### src/rtl/imem_loader_pkg.sv
// Shared loader types and constants.
// Holds the FSM encoding, default region parameters and the count saturation helper.
package loader_pkg;

  localparam int unsigned DEF_LANE_B_BASE = 512;
  localparam int unsigned DEF_MAX_WORDS   = 512;
  localparam int unsigned BYTES_PER_WORD  = 4;

  typedef enum logic [2:0] {
    S_IDLE  = 3'd0,
    S_RECV  = 3'd1,
    S_WRITE = 3'd2,
    S_CHECK = 3'd3,
    S_DONE  = 3'd4
  } state_t;

  // Clamp a requested word count to the per-lane image limit.
  function automatic logic [9:0] sat_count(
    input logic [9:0]  n,
    input int unsigned max
  );
    if (32'(n) > max) return 10'(max);
    return n;
  endfunction

endpackage

### src/rtl/imem_loader_if.sv
// Loader bus: load request, byte stream in, memory write port and status out.
// master = host/driver side, slave = loader side.
interface imem_loader_if;
  logic        start;
  logic        lane;
  logic [9:0]  word_count;
  logic        in_valid;
  logic [7:0]  in_data;
  logic        in_ready;
  logic        mem_we;
  logic [31:0] mem_addr;
  logic [31:0] mem_wdata;
  logic        busy;
  logic        cpu_hold;
  logic        done;
  logic        chk_err;

  modport master (
    output start, lane, word_count, in_valid, in_data,
    input  in_ready, mem_we, mem_addr, mem_wdata,
    input  busy, cpu_hold, done, chk_err
  );

  modport slave (
    input  start, lane, word_count, in_valid, in_data,
    output in_ready, mem_we, mem_addr, mem_wdata,
    output busy, cpu_hold, done, chk_err
  );
endinterface

### src/rtl/imem_loader_packer.sv
// byte_packer: gathers 4 stream bytes little-endian into a word.
// Ports: clr_i, byte_valid_i, byte_i in; word_o, word_valid_o (4th byte accepted) out.
module byte_packer
  import loader_pkg::*;
(
  input  logic        clk,
  input  logic        rst,
  input  logic        clr_i,
  input  logic        byte_valid_i,
  input  logic [7:0]  byte_i,
  output logic [31:0] word_o,
  output logic        word_valid_o
);

  logic [1:0]  cnt_q;
  logic [23:0] acc_q;

  // Shift right so the first byte ends up in bits 7:0; the 4th byte
  // is merged combinationally so the word is usable on its accept edge.
  assign word_o       = {byte_i, acc_q};
  assign word_valid_o = byte_valid_i &&
                        (cnt_q == 2'(BYTES_PER_WORD - 1));

  always_ff @(posedge clk or posedge rst) begin
    if (rst) begin
      cnt_q <= '0;
      acc_q <= '0;
    end else if (clr_i) begin
      cnt_q <= '0;
      acc_q <= '0;
    end else if (byte_valid_i) begin
      cnt_q <= cnt_q + 2'd1;
      acc_q <= {byte_i, acc_q[23:8]};
    end
  end

endmodule

### src/rtl/imem_loader.sv
// Instruction-memory loader: streams an image into lane A/B, then checks an XOR checksum.
// Ports: clk, rst (async high), bus (slave modport: request, stream, mem write, status).
module imem_loader
  import loader_pkg::*;
#(
  parameter int unsigned LANE_B_BASE = DEF_LANE_B_BASE,
  parameter int unsigned MAX_WORDS   = DEF_MAX_WORDS
) (
  input logic          clk,
  input logic          rst,
  imem_loader_if.slave bus
);

  state_t      state_q;
  logic        lane_q;
  logic [9:0]  cnt_q;
  logic [9:0]  cnt_d;
  logic [9:0]  idx_q;
  logic [31:0] csum_q;
  logic        in_ready_q;
  logic        mem_we_q;
  logic [31:0] mem_addr_q;
  logic [31:0] mem_wdata_q;
  logic        busy_q;
  logic        done_q;
  logic        chk_err_q;

  logic        start_ok;
  logic        byte_ok;
  logic [31:0] word;
  logic        word_valid;
  logic [31:0] base;

  assign start_ok = (state_q == S_IDLE) && bus.start;
  assign byte_ok  = bus.in_valid && in_ready_q;
  assign cnt_d    = sat_count(bus.word_count, MAX_WORDS);
  assign base     = lane_q ? 32'(LANE_B_BASE) : 32'd0;

  byte_packer u_packer (
    .clk          (clk),
    .rst          (rst),
    .clr_i        (start_ok),
    .byte_valid_i (byte_ok),
    .byte_i       (bus.in_data),
    .word_o       (word),
    .word_valid_o (word_valid)
  );

  always_ff @(posedge clk or posedge rst) begin
    if (rst) begin
      state_q     <= S_IDLE;
      lane_q      <= 1'b0;
      cnt_q       <= '0;
      idx_q       <= '0;
      csum_q      <= '0;
      in_ready_q  <= 1'b0;
      mem_we_q    <= 1'b0;
      mem_addr_q  <= '0;
      mem_wdata_q <= '0;
      busy_q      <= 1'b0;
      done_q      <= 1'b0;
      chk_err_q   <= 1'b0;
    end else begin
      mem_we_q <= 1'b0;
      done_q   <= 1'b0;
      unique case (state_q)
        S_IDLE: begin
          if (bus.start) begin
            lane_q     <= bus.lane;
            cnt_q      <= cnt_d;
            idx_q      <= '0;
            csum_q     <= '0;
            chk_err_q  <= 1'b0;
            busy_q     <= 1'b1;
            in_ready_q <= 1'b1;
            state_q    <= (cnt_d == '0) ? S_CHECK : S_RECV;
          end
        end
        S_RECV: begin
          if (word_valid) begin
            in_ready_q  <= 1'b0;
            mem_we_q    <= 1'b1;
            mem_addr_q  <= base + 32'(idx_q);
            mem_wdata_q <= word;
            state_q     <= S_WRITE;
          end
        end
        S_WRITE: begin
          csum_q     <= csum_q ^ mem_wdata_q;
          idx_q      <= idx_q + 10'd1;
          in_ready_q <= 1'b1;
          state_q    <= (idx_q + 10'd1 == cnt_q) ? S_CHECK : S_RECV;
        end
        S_CHECK: begin
          if (word_valid) begin
            chk_err_q  <= (word != csum_q);
            in_ready_q <= 1'b0;
            done_q     <= 1'b1;
            state_q    <= S_DONE;
          end
        end
        S_DONE: begin
          busy_q  <= 1'b0;
          state_q <= S_IDLE;
        end
        default: state_q <= S_IDLE;
      endcase
    end
  end

  assign bus.in_ready  = in_ready_q;
  assign bus.mem_we    = mem_we_q;
  assign bus.mem_addr  = mem_addr_q;
  assign bus.mem_wdata = mem_wdata_q;
  assign bus.busy      = busy_q;
  assign bus.cpu_hold  = busy_q;
  assign bus.done      = done_q;
  assign bus.chk_err   = chk_err_q;

endmodule

### src/flat_wrapper.sv
// flat-port wrapper written by rule: the top's interface ports become plain ports
module imem_loader_flat import loader_pkg::*;
#(
  parameter int unsigned LANE_B_BASE = DEF_LANE_B_BASE,
  parameter int unsigned MAX_WORDS   = DEF_MAX_WORDS
)
  (clk, rst, bus_start, bus_lane, bus_word_count, bus_in_valid, bus_in_data, bus_in_ready, bus_mem_we, bus_mem_addr, bus_mem_wdata, bus_busy, bus_cpu_hold, bus_done, bus_chk_err);
  imem_loader_if bus_i ();
  input logic clk;
  input logic rst;
  input wire logic [$bits(bus_i.start)-1:0] bus_start;
  input wire logic [$bits(bus_i.lane)-1:0] bus_lane;
  input wire logic [$bits(bus_i.word_count)-1:0] bus_word_count;
  input wire logic [$bits(bus_i.in_valid)-1:0] bus_in_valid;
  input wire logic [$bits(bus_i.in_data)-1:0] bus_in_data;
  output wire logic [$bits(bus_i.in_ready)-1:0] bus_in_ready;
  output wire logic [$bits(bus_i.mem_we)-1:0] bus_mem_we;
  output wire logic [$bits(bus_i.mem_addr)-1:0] bus_mem_addr;
  output wire logic [$bits(bus_i.mem_wdata)-1:0] bus_mem_wdata;
  output wire logic [$bits(bus_i.busy)-1:0] bus_busy;
  output wire logic [$bits(bus_i.cpu_hold)-1:0] bus_cpu_hold;
  output wire logic [$bits(bus_i.done)-1:0] bus_done;
  output wire logic [$bits(bus_i.chk_err)-1:0] bus_chk_err;
  assign bus_i.start = bus_start;
  assign bus_i.lane = bus_lane;
  assign bus_i.word_count = bus_word_count;
  assign bus_i.in_valid = bus_in_valid;
  assign bus_i.in_data = bus_in_data;
  assign bus_in_ready = bus_i.in_ready;
  assign bus_mem_we = bus_i.mem_we;
  assign bus_mem_addr = bus_i.mem_addr;
  assign bus_mem_wdata = bus_i.mem_wdata;
  assign bus_busy = bus_i.busy;
  assign bus_cpu_hold = bus_i.cpu_hold;
  assign bus_done = bus_i.done;
  assign bus_chk_err = bus_i.chk_err;
  imem_loader #(.LANE_B_BASE(LANE_B_BASE), .MAX_WORDS(MAX_WORDS)) u_core (.clk(clk), .rst(rst), .bus(bus_i));
endmodule
### config.mk
export PLATFORM = sky130hd
export DESIGN_NAME = imem_loader_flat
export DESIGN_NICKNAME = d
export VERILOG_FILES = /design/src/rtl/imem_loader_pkg.sv /design/src/rtl/imem_loader_if.sv /design/src/rtl/imem_loader_packer.sv /design/src/rtl/imem_loader.sv /design/src/flat_wrapper.sv
export SDC_FILE = /design/constraint.sdc
export NUM_CORES = 1
export LEC_CHECK = 0
export CELL_PAD_IN_SITES_DETAIL_PLACEMENT = 1
export CELL_PAD_IN_SITES_GLOBAL_PLACEMENT = 1
export CORE_AREA = 2 2 124 126
export CTS_CLUSTER_SIZE = 28
export DETAILED_ROUTE_END_ITERATION = 10
export DIE_AREA = 0 0 126 128
export PLACE_DENSITY = 0.8
export SLEW_MARGIN = 10
export SYNTH_ARGS = -nofsm -noshare
export SYNTH_HDL_FRONTEND = slang
export SYNTH_SLANG_ARGS = --single-unit
### constraint.sdc
create_clock -name clk -period 5.01 [get_ports clk]
set_input_delay 1.002 -clock clk [delete_from_list [all_inputs] [get_ports clk]]
set_output_delay 1.002 -clock clk [all_outputs]
set_load 0.02 [all_outputs]
### Word level (Yosys, flattened, before mapping)

Cells that the tools add are included.

| word-level totals | value |
|---|---|
| bits in registers | 151 |
| input port bits | 23 |
| output and inout port bits | 70 |

| cells by class | value |
|---|---|
| $add $sub $neg | 3 |
| $lt $le $gt $ge | 1 |
| eq/ne operators | 11 |
| muxes and demuxes | 28 |
| bitwise operators | 1 |
| reduce and logical (&&, ||, !) cells | 18 |

Operators by type and width:

| kind | count |
|---|---|
| $pmux 32 s2 | 1 |
| $mux 24 | 2 |
| $mux 10 | 4 |
| $add 32x10->32 | 1 |
| $mux 32 | 1 |
| $ne 32x32->1 | 1 |
| $xor 32x32->32 | 1 |
| $pmux 10 s2 | 1 |
| $pmux 3 s4 | 1 |
| $add 10x1->10 const B | 1 |
| $eq 10x10->1 | 1 |
| $gt 10x10->1 const B | 1 |
| $logic_not 10->1 | 1 |
| $mux 3 | 3 |
| $reduce_and 3->1 | 3 |
| $mux 1 | 8 |
| $mux 2 | 4 |
| $reduce_and 2->1 | 4 |
| $reduce_bool 2->1 | 4 |
| $eq 3x2->1 const B | 2 |
| $ne 2x2->1 const B | 3 |
| $pmux 1 s2 | 2 |
| $eq 3x1->1 const B | 1 |
| $eq 3x3->1 const B | 1 |
| other kinds (8) | 10 |

### Logic depth before layout (Yosys ltp)

Gate-level depths: netlist of run 1.

| logic depth | value |
|---|---|
| word-level depth | 7 |
| gate-level depth with buffers | 8 |
| gate-level depth less buffers | 6 |

### By module

Synthesis of run 1 repeated with hierarchy kept, for this count alone.

| unflattened totals | value |
|---|---|
| cells, all modules | 587 |
| area, all modules | 6319.8 µm² |

By module, submodules not included:

| module | times used | cells each | area an instance (µm²) | sequential area each (µm²) |
|---|---|---|---|---|
| imem_loader | 1 | 492 | 5161.2 | 2602.5 |
| byte_packer | 1 | 95 | 1158.6 | 650.6 |

### Worst setup path after synthesis of run 1

Ideal clock, no wire load.

| timing | value |
|---|---|
| kind | in2reg |
| start point | in bus_in_valid |
| end point | reg u_core.mem_addr_q[10] (netlist: u_core.bus.mem_addr[10]) |
| data arrival time | 2.241 ns |
| required time | 4.885 ns |
| setup slack | 2.644 ns |
| stages on the path | 6 |
| cells stage by stage | and2_1 > buf_2 > nand2_1 > nor3_4 > buf_4 > mux2_2 |

| on the way | value |
|---|---|
| cells in the longest elaborated chain, start to end | 3 |

Ends and longest elaborated chain:

| what | line | source |
|---|---|---|
| from (decl) | flat_wrapper.sv:14 | `input wire logic [$bits(bus_i.in_valid)-1:0] bus_in_valid;` |
| $logic_and 1x1->1 | imem_loader.sv:35 | `assign byte_ok = bus.in_valid && in_ready_q;` |
| $logic_and 1x1->1 | imem_loader_packer.sv:21 | `assign word_valid_o = byte_valid_i &&` |
| $reduce_and 2->1 (no line) | - |  |
| to (signal assigned) | imem_loader.sv:83 | `mem_addr_q <= base + 32'(idx_q);` |
| to (decl) | imem_loader.sv:22 | `logic [31:0] mem_addr_q;` |

Every way passes these cells.
A chain may end at the register's enable or synchronous reset.

### Worst setup path after layout of run 1

| timing | value |
|---|---|
| start point | in bus_in_valid |
| end point | reg u_core.mem_wdata_q[10] (netlist: u_core.bus.mem_wdata[10]) |

| on the way | value |
|---|---|
| cells in the longest elaborated chain, start to end | 3 |

Ends and longest elaborated chain:

| what | line | source |
|---|---|---|
| $logic_and 1x1->1 | imem_loader.sv:35 |  |
| $logic_and 1x1->1 | imem_loader_packer.sv:21 |  |
| $reduce_and 2->1 (no line) | - |  |
| to (signal assigned) | imem_loader.sv:84 | `mem_wdata_q <= word;` |
| to (decl) | imem_loader.sv:23 | `logic [31:0] mem_wdata_q;` |

Every way passes these cells.

==> results.yml, run 1 <==
routing:
  drtIter0Drc: 300
  antenna_left: 0
  vias: 4674
  wl_per_cell_um: 18.6
  viasPerCell: 5.37
  drc: 0
  totalWireLength_mm: 16.2
  drtPass1Iterations: 4
final_layout:
  final_util_pct: 50.0
  fin_area_mm2: 0.00743
  num_antenna_cells: 0
  final_cells: 870
  drive_above_1_share_pct: 11.9
  final_common_cell: "dfrtp_1"
  fill_cells: 1670
  area_delta_synth_final_pct: 21.1
  nets: 699
  final_cell_mix: "dfrtp_1 (130), nand2_1 (105), o21ai_0 (77)"
power_and_ir_drop:
  leakage_nw: 3.27
  p_int_w: 0.00275
  vdd_drop_max_mv: 0.279
  combinationalPowerShare_pct: 31.9
  p_sw_share_pct: 36.0
  power.density_mw_per_mm2: 580
  switching_power_w: 0.00155
  seqPwrFrac_pct: 42.0
  p_clk_share_pct: 26.1
die:
  initial_utilization_pct: 41.2
  io_pins: 93
  die_area_mm2: 0.0161
  die_y_um: 128
  die_width_um: 126
  rows: 45
  core-area_mm2: 0.0149
sta:
  hold_violations: 0
  slew_violations: 0
  hold_ws_ps: 494
  fin_skew_ps: 11.0
  finalSetupTns_ps: 0
  clock.fmax_ghz: 0.333
  grt_setup_unrepaired: "false"
  slew_headroom_pct: 19.2
  setup_violations: 0
  worstMarginPinSlew_ps: 1210
  period_needed_ps: 3000
  period_share_pct: 59.9
setup_path:
  start_kind: "input port"
  cp-end-kind: "flop"
  setup.worst_path.class: "in -> reg"
  cp.arrival_ps: 3300
  required_ps: 5310
  crit_fanout: 44
clocking:
  clock_latency_ps: 420
  cts-root-buf: "clkbuf_16"
  cts_max_path_buffers: 2
  cts_tree: "yes"
  clk_pin_slew_ps: 50
  clock_sinks: 130
  cts-resized-gates: 0
  cts_max_level: 4
  post_cts_buffers: 0
  cts_inserted_buffers: 17
  postCtsHoldBufs: 0
logic_synthesis:
  synthTopCellsByArea: "dfrtp_1 (53%), mux2_2 (7.5%), nand2_1 (6.4%)"
  synthMuxAreaShare_pct: 8.22
  yosys_warnings: 0
  yosysTopAreaCell: "dfrtp_1"
  synth_seq_cells: 130
  synth-compound-area-share_pct: 11.9
  yosys.area_share.xor_xnor_pct: 7.37
  seq_area_frac_synth_pct: 53.1
  synth_area_per_cell_um2: 10.0
  synthCells: 611
  synth_cell_types: 43
  synth_fa_ha_area_share_pct: 0.612
  synth-async-reset-ratio_pct: 100
  synth_top_family_by_area: "simple AND/OR/NAND/NOR gates"
  synthSimpleGateAreaFrac_pct: 13.5
  netlist_area_mm2: 0.00613
  synth_edf_count: 0
  ys.flop_type: "dfrtp_1"
  synth_top_area_share_pct: 53.1
place:
  dp.cells: 842
  hpwl_mm: 10.6
  placed_area_mm2: 0.00690
  place.gp.congestion: 0.802
  io_buffers: 71
global_routing:
  grt_antenna_before_repair: 0
  grt_first_pass_wirelength_mm: 27.0
  grt_usage_pct: 21.4
  overflow: 0
  grt_max_degree: 47
  grt_pass1_vias: 5073
job:
  maxCapViolCount: 0
hold_path:
  hold_class: "reg -> reg"
outcome:
  outcome: "finished clean"
## registers in the layout, indices dropped and copies added (netlist names)
name,count
u_core.lane_q,1
u_core.bus.mem_addr,11
u_core.cnt_q,10
u_core.bus.done,1
u_core.bus.in_ready,1
u_core.bus.mem_we,1
u_core.bus.busy,1
u_core.u_packer.cnt_q,2
u_core.idx_q,10
u_core.csum_q,32
u_core.state_q,3
u_core.bus.chk_err,1
u_core.bus.mem_wdata,32
u_core.u_packer.acc_q,24
## cell type report
cell class	instances	area, µm²	area share [%]
Multi-Input combinational cell	443	2640	35.5
Inverter	3	13.8	0.185
Tap cell	188	235	3.17
Timing Repair Buffer	78	763	10.3
Clock inverter	6	60.1	0.809
Sequential cell	130	3250	43.8
Clock buffer	22	464	6.25
## cell families after synthesis
group           Yosys count
compound gates          133
other cells               1
mux                      45
xor+xnor                 50
flops                   130
buf+inv                  58
fa+ha+maj                 3
simple gates            191
## stage by stage
| stage | total power [W] | setup WS [ps] |
|---|---|---|
| 5_1_grt | 0.00456 | 1900 |
| 3_5_place_dp | 0.00318 | 1580 |
| 6_report | 0.00431 | 2010 |
| 4_1_cts | 0.00434 | 2030 |
| 2_1_floorplan | 0.00259 | 539 |
| 3_3_place_gp | 0.00310 | 1660 |
## layer usage
metal / track usage (%) / share of wire (%) / vias to the layer above
li1: - / - / 2154
met1: 26.2 / 44 / 2419
met2: 37.9 / 52 / 91
met3: 4.59 / 3.0 / 10
met4: 6.40 / 0.59 / 0
met5: 0 / 0 / -
## critical path, stage by stage
cell and delay [ps]:
clkdlybuf4s50_1 500, and2_1 140, buf_4 280, nand2_1 230, nor3_4 150, buf_4 540, mux2_2 420
## power groups by stage
stage               sequential [W]  clock [W]  combinational, W
global route               0.00187    0.00119           0.00151
floorplan                  0.00183          0          0.000761
global placement           0.00178          0           0.00131
detailed placement         0.00181          0           0.00137
finish                     0.00181    0.00112           0.00137
CTS                        0.00181    0.00115           0.00139
## final timing paths
| path | from | slack, ps | cells after the start | to |
|---|---|---|---|---|
| min in group asynchronous | rst | 1000 | 2 | u_core.csum_q[21] |
| worst max register to register | u_core.bus.in_ready | 2680 | 6 | u_core.bus.mem_wdata[10] |
| max in group asynchronous | rst | 3000 | 3 | u_core.bus.mem_wdata[5] |
| worst min-delay path | u_core.csum_q[23] | 490 | 1 | u_core.csum_q[23] |
| worst max-delay path | bus_in_valid | 2010 | 7 | u_core.bus.mem_wdata[10] |
| worst min register to register | u_core.csum_q[23] | 490 | 1 | u_core.csum_q[23] |
## synth_stat cells, types with 2 or more instances
cell      number
a21o_1         2
a21oi_1       32
a22o_1         5
a31oi_1        2
and3_1         2
buf_1          2
buf_4         26
clkbuf_1      25
dfrtp_1      130
ha_1           3
inv_1          2
mux2_1         2
mux2_2        41
mux2i_1        2
nand2_1      105
nand2b_1       7
nand3_1        6
nand4_1       10
nor2_1        46
nor3_1         3
nor4_1         4
o21ai_0       77
o21ai_1        5
o31ai_1        4
o32a_1         2
or3_1          2
xnor2_1       43
xor2_1         6
No activity file was read; power rests on OpenSTA's default activity.
==> run 2, diff against run 1 <==
- clock period: 5.01 -> 2.8 ns (I/O delays scaled with it)
==> run 2 against run 1 <==
Hold slack better by 2.8 ps. Critical path depth shrank 1. Die area unchanged. Register-to-register slack got worse by 2200 ps. Cell area increased by 2.1%. Critical endpoint is now u_core.state_q[1]. Core utilization is 1.1 points higher. Sequential power up 80%. Sequential cell count unchanged. Clock power up 110%. Setup slack worse by 1500 ps.
==> results.yml, run 2 (same netlist as run 1, synthesis figures left out) <==
routing:
  viasPerCell: 5.48
  totalWireLength_mm: 16.9
  antenna_left: 0
  drtIter0Drc: 259
  wl_per_cell_um: 19.3
  vias: 4804
  drc: 0
  drtPass1Iterations: 4
global_routing:
  grt_first_pass_wirelength_mm: 28.2
  overflow: 0
  grt_pass1_vias: 5335
  grt_usage_pct: 22.2
  grt_max_degree: 94
  grt_antenna_before_repair: 1
die:
  die_width_um: 126
  io_pins: 93
  initial_utilization_pct: 41.2
  rows: 45
  core-area_mm2: 0.0149
  die_area_mm2: 0.0161
  die_y_um: 128
sta:
  period_share_pct: 82.5
  slew_violations: 0
  finalSetupTns_ps: 0
  hold_ws_ps: 497
  fin_skew_ps: 8.02
  clock.fmax_ghz: 0.433
  grt_setup_unrepaired: "false"
  slew_headroom_pct: 43.0
  period_needed_ps: 2310
  hold_violations: 0
  worstMarginPinSlew_ps: 852
  setup_violations: 0
clocking:
  cts_inserted_buffers: 17
  cts_max_level: 4
  postCtsHoldBufs: 0
  post_cts_buffers: 0
  clock_sinks: 130
  cts-root-buf: "clkbuf_16"
  clk_pin_slew_ps: 60
  clock_latency_ps: 430
  cts_tree: "yes"
  cts-resized-gates: 0
  cts_max_path_buffers: 2
hold_path:
  hold_class: "reg -> reg"
setup_path:
  setup.worst_path.class: "reg -> reg"
  cp-end-kind: "flop"
  crit_fanout: 9
  required_ps: 3110
  start_kind: "flop"
  cp.arrival_ps: 2620
final_layout:
  fin_area_mm2: 0.00758
  final_cell_mix: "dfrtp_1 (130), nand2_1 (105), o21ai_0 (77)"
  final_common_cell: "dfrtp_1"
  fill_cells: 1654
  area_delta_synth_final_pct: 23.7
  num_antenna_cells: 0
  nets: 702
  drive_above_1_share_pct: 13.2
  final_util_pct: 51.0
place:
  place.gp.congestion: 0.827
  placed_area_mm2: 0.00695
  io_buffers: 71
  hpwl_mm: 11.0
power_and_ir_drop:
  vdd_drop_max_mv: 0.485
  total_power_w: 0.00813
  power.density_mw_per_mm2: 1070
  leakage_nw: 3.34
job:
  maxCapViolCount: 0
outcome:
  outcome: "finished clean"
[run 2: changes by cell type in the layout (fill, tap and decap cells not counted), moves of 2 or more]
cell       before  now
clkinv_4        0    4
bufinv_16       1    4
inv_6           0    3
buf_12          0    2
clkbuf_8        2    0
clkbuf_1        3    0
[run 2: where the power goes]
group / total, W / internal (W) / leakage [nW] / switching, W
combinational: 0.00250 / 0.00119 / 1.28 / 0.00131
sequential: 0.00326 / 0.00251 / 1.76 / 0.000747
clock: 0.00238 / 0.00150 / 0.304 / 0.000880
[run 2: critical path, stage by stage, from the launching register on]
cell and delay, ps:
dfrtp_1 540, ha_1 430, nand3_1 230, nor2_1 330, xnor2_1 180, nand4_1 150, o31ai_2 320
[run 2: path summary, 6_finish.rpt]
path	startpoint	to	slack, ps	cells past startpoint
worst max register to register	u_core.idx_q[0]	u_core.state_q[1]	490	6
worst min-delay path	u_core.csum_q[24]	u_core.csum_q[24]	500	1
worst max-delay path	u_core.idx_q[0]	u_core.state_q[1]	490	6
max in group asynchronous	rst	u_core.csum_q[1]	1750	3
worst min register to register	u_core.csum_q[24]	u_core.csum_q[24]	500	1
min in group asynchronous	rst	u_core.u_packer.acc_q[20]	580	3
[run 2: metal layers]
metal	wire, µm	up-vias	track usage [%]
li1	-	2156	-
met1	7010	2474	26.4
met2	8770	133	39.3
met3	701	39	4.88
met4	401	2	8.53
met5	12	-	0
[run 2: metrics by stage]
stage          cells  setup WS [ps]
2_1_floorplan    631            631
3_3_place_gp     845            417
3_5_place_dp     845            310
4_1_cts          877            522
5_1_grt          877            341
6_report         877            491
[run 2: cell type report]
cell class | count | area [µm²] | area share (%)
clock inverter | 15 | 206 | 2.72
timing repair buffer | 81 | 811 | 10.7
multi-input combinational | 443 | 2640 | 34.8
inverter | 3 | 15.0 | 0.198
tap | 188 | 235 | 3.10
clock buffer | 17 | 425 | 5.61
sequential | 130 | 3250 | 42.9
==> run 3, diff against run 2 <==
- CORE_AREA: 2 2 124 126 -> 2 2 131 133
- DIE_AREA: 0 0 126 128 -> 0 0 133 135
- PLACE_DENSITY: 0.8 -> 0.76
- clock period: 2.8 -> 1.9 ns (I/O delays scaled with it)
==> run 3 against run 2 <==
First-iteration DRC count grew 19%. Cell count grew 6.8%. Wire length grew 3.9%. Via count grew 0.69%. Die area grew 11%. Clock power grew 40%. Core utilization shrank 2.9 points. Critical path depth shrank 5. Clock skew is essentially flat. Sequential share of layout area shrank 1.7 points. Cell area grew 4.2%. Sequential power grew 44%. Largest cell class unchanged. Largest power group unchanged. Highest routed layer is now met4.
==> results.yml, run 3 (same netlist as run 1, synthesis figures left out) <==
clocking:
  post_cts_buffers: 0
  cts_max_path_buffers: 2
  clock_sinks: 130
  cts-root-buf: "clkbuf_16"
  cts_tree: "yes"
  clock_latency_ps: 420
  clk_pin_slew_ps: 60
  cts_max_level: 4
  cts_inserted_buffers: 17
global_routing:
  grt_first_pass_wirelength_mm: 28.8
  grt_antenna_before_repair: 0
  overflow: 0
  grt_max_degree: 72
  grt_pass1_vias: 5480
  grt_usage_pct: 20.7
setup_path:
  cp_top_family: "buffers and inverters"
  cpMaxStageDelayCell: "clkdlybuf4s50_1"
  required_ps: 1520
  cp.arrival_ps: 1480
  crit_fanout: 4
  cp-end-kind: "primary output"
  critPathMaxStageDelay_ps: 650
  cp_cell_sequence: "clkdlybuf4s50_1"
  startpoint: "u_core.bus.mem_wdata[24]"
  start_kind: "flop"
  setup.worst_path.class: "reg -> out"
  path_buf_inv: 1
  r2r_start: "u_core.idx_q[0]"
final_layout:
  drive_above_1_share_pct: 17.0
  area_delta_synth_final_pct: 28.8
  nets: 731
  fill_cells: 1794
  final_util_pct: 48.1
  final_cell_mix: "dfrtp_1 (129), nand2_1 (105), o21ai_0 (77)"
  final_common_cell: "dfrtp_1"
  num_antenna_cells: 0
routing:
  viasPerCell: 5.16
  met3_length_um: 551
  drtPass1Iterations: 4
  antenna_left: 0
  wl_met1_mm: 7.22
  drtIter0Drc: 307
  wl_per_cell_um: 18.7
  totalWireLength_mm: 17.5
  vias: 4837
  drc: 0
  route.met2.wl_mm: 9.48
  top_layer_used: "met4"
power_and_ir_drop:
  power.density_mw_per_mm2: 1530
  total_power_w: 0.0121
  leakage_nw: 3.66
  vdd_drop_max_mv: 0.746
sta:
  period_needed_ps: 1860
  setup_violations: 0
  slew_violations: 0
  fin_ws_ps: 43.8
  fin_skew_ps: 8.07
  clock.fmax_ghz: 0.539
  period_share_pct: 97.7
  hold_violations: 0
place:
  hpwl_mm: 11.7
  dp_slack_ps: -247
  io_buffers: 71
  place.gp.congestion: 0.781
die:
  io_pins: 93
  rows: 47
  core-area_mm2: 0.0164
  die_y_um: 135
  die_area_mm2: 0.0180
  initial_utilization_pct: 37.4
  die_width_um: 133
job:
  maxCapViolCount: 0
hold_path:
  hold_class: "in -> async"
outcome:
  outcome: "finished clean"
run 3: cell types whose count changed in the layout (fill, tap and decap cells not counted), sizes merged, moves of 2 or more:
cell	delta
dlymetal6s2s	+9
clkdlybuf4s50	-11
clkbuf	+4
buf	+29
clkinv	-2
dlygate4sd2	+2
inv	-3
run 3: area by class of cell:
type / instances / area, µm² / area share, %
clock inverter: 10 / 133 / 1.68
inverter: 3 / 15.0 / 0.190
multi-input combinational: 443 / 2650 / 33.5
clock buffer: 21 / 470 / 5.96
tap: 220 / 275 / 3.48
sequential: 130 / 3250 / 41.2
timing repair buffer: 110 / 1100 / 14.0
run 3: final timing paths:
path / end / slack, ps / cells past startpoint
setup / recovery: bus_mem_wdata[24] / 40 / 1
hold / removal: u_core.u_packer.acc_q[21] / 240 / 2
setup reg to reg: u_core.state_q[1] / 60 / 6
hold reg to reg: u_core.lane_q / 490 / 2
max in group asynchronous: u_core.u_packer.acc_q[1] / 1050 / 3
min in group clk: u_core.lane_q / 490 / 2
run 3: timing repair:
item                                    4_1_cts  5_1_grt
cloned                                        0        0
hold buffers                                  0        0
resized for setup                             3       13
pin swaps                                     0        1
endpoints found under the setup margin        3       11
run 3: power breakdown:
group	switching [W]	internal [W]
logic	0.00210	0.00193
registers	0.000982	0.00370
clock network	0.00119	0.00215
run 3: stage by stage:
| stage | TNS [ps] | hold slack, ps | std cells | cell area, µm² |
|---|---|---|---|---|
| 2_1_floorplan | -11600 | 450 | 631 | 6210 |
| 3_3_place_gp | -9080 | 476 | 906 | 7260 |
| 3_5_place_dp | -11820 | 488 | 906 | 7260 |
| 4_1_cts | 0 | 228 | 937 | 7860 |
| 5_1_grt | -36.4 | 238 | 937 | 7900 |
| 6_report | 0 | 236 | 937 | 7900 |
run 3: routing by layer:
metal  vias to the layer above  track usage, %
met2                       106            38.0
met1                      2485            24.2
met3                        27            3.90
li1                       2219               -
met5                         -               0
met4                         0            7.65
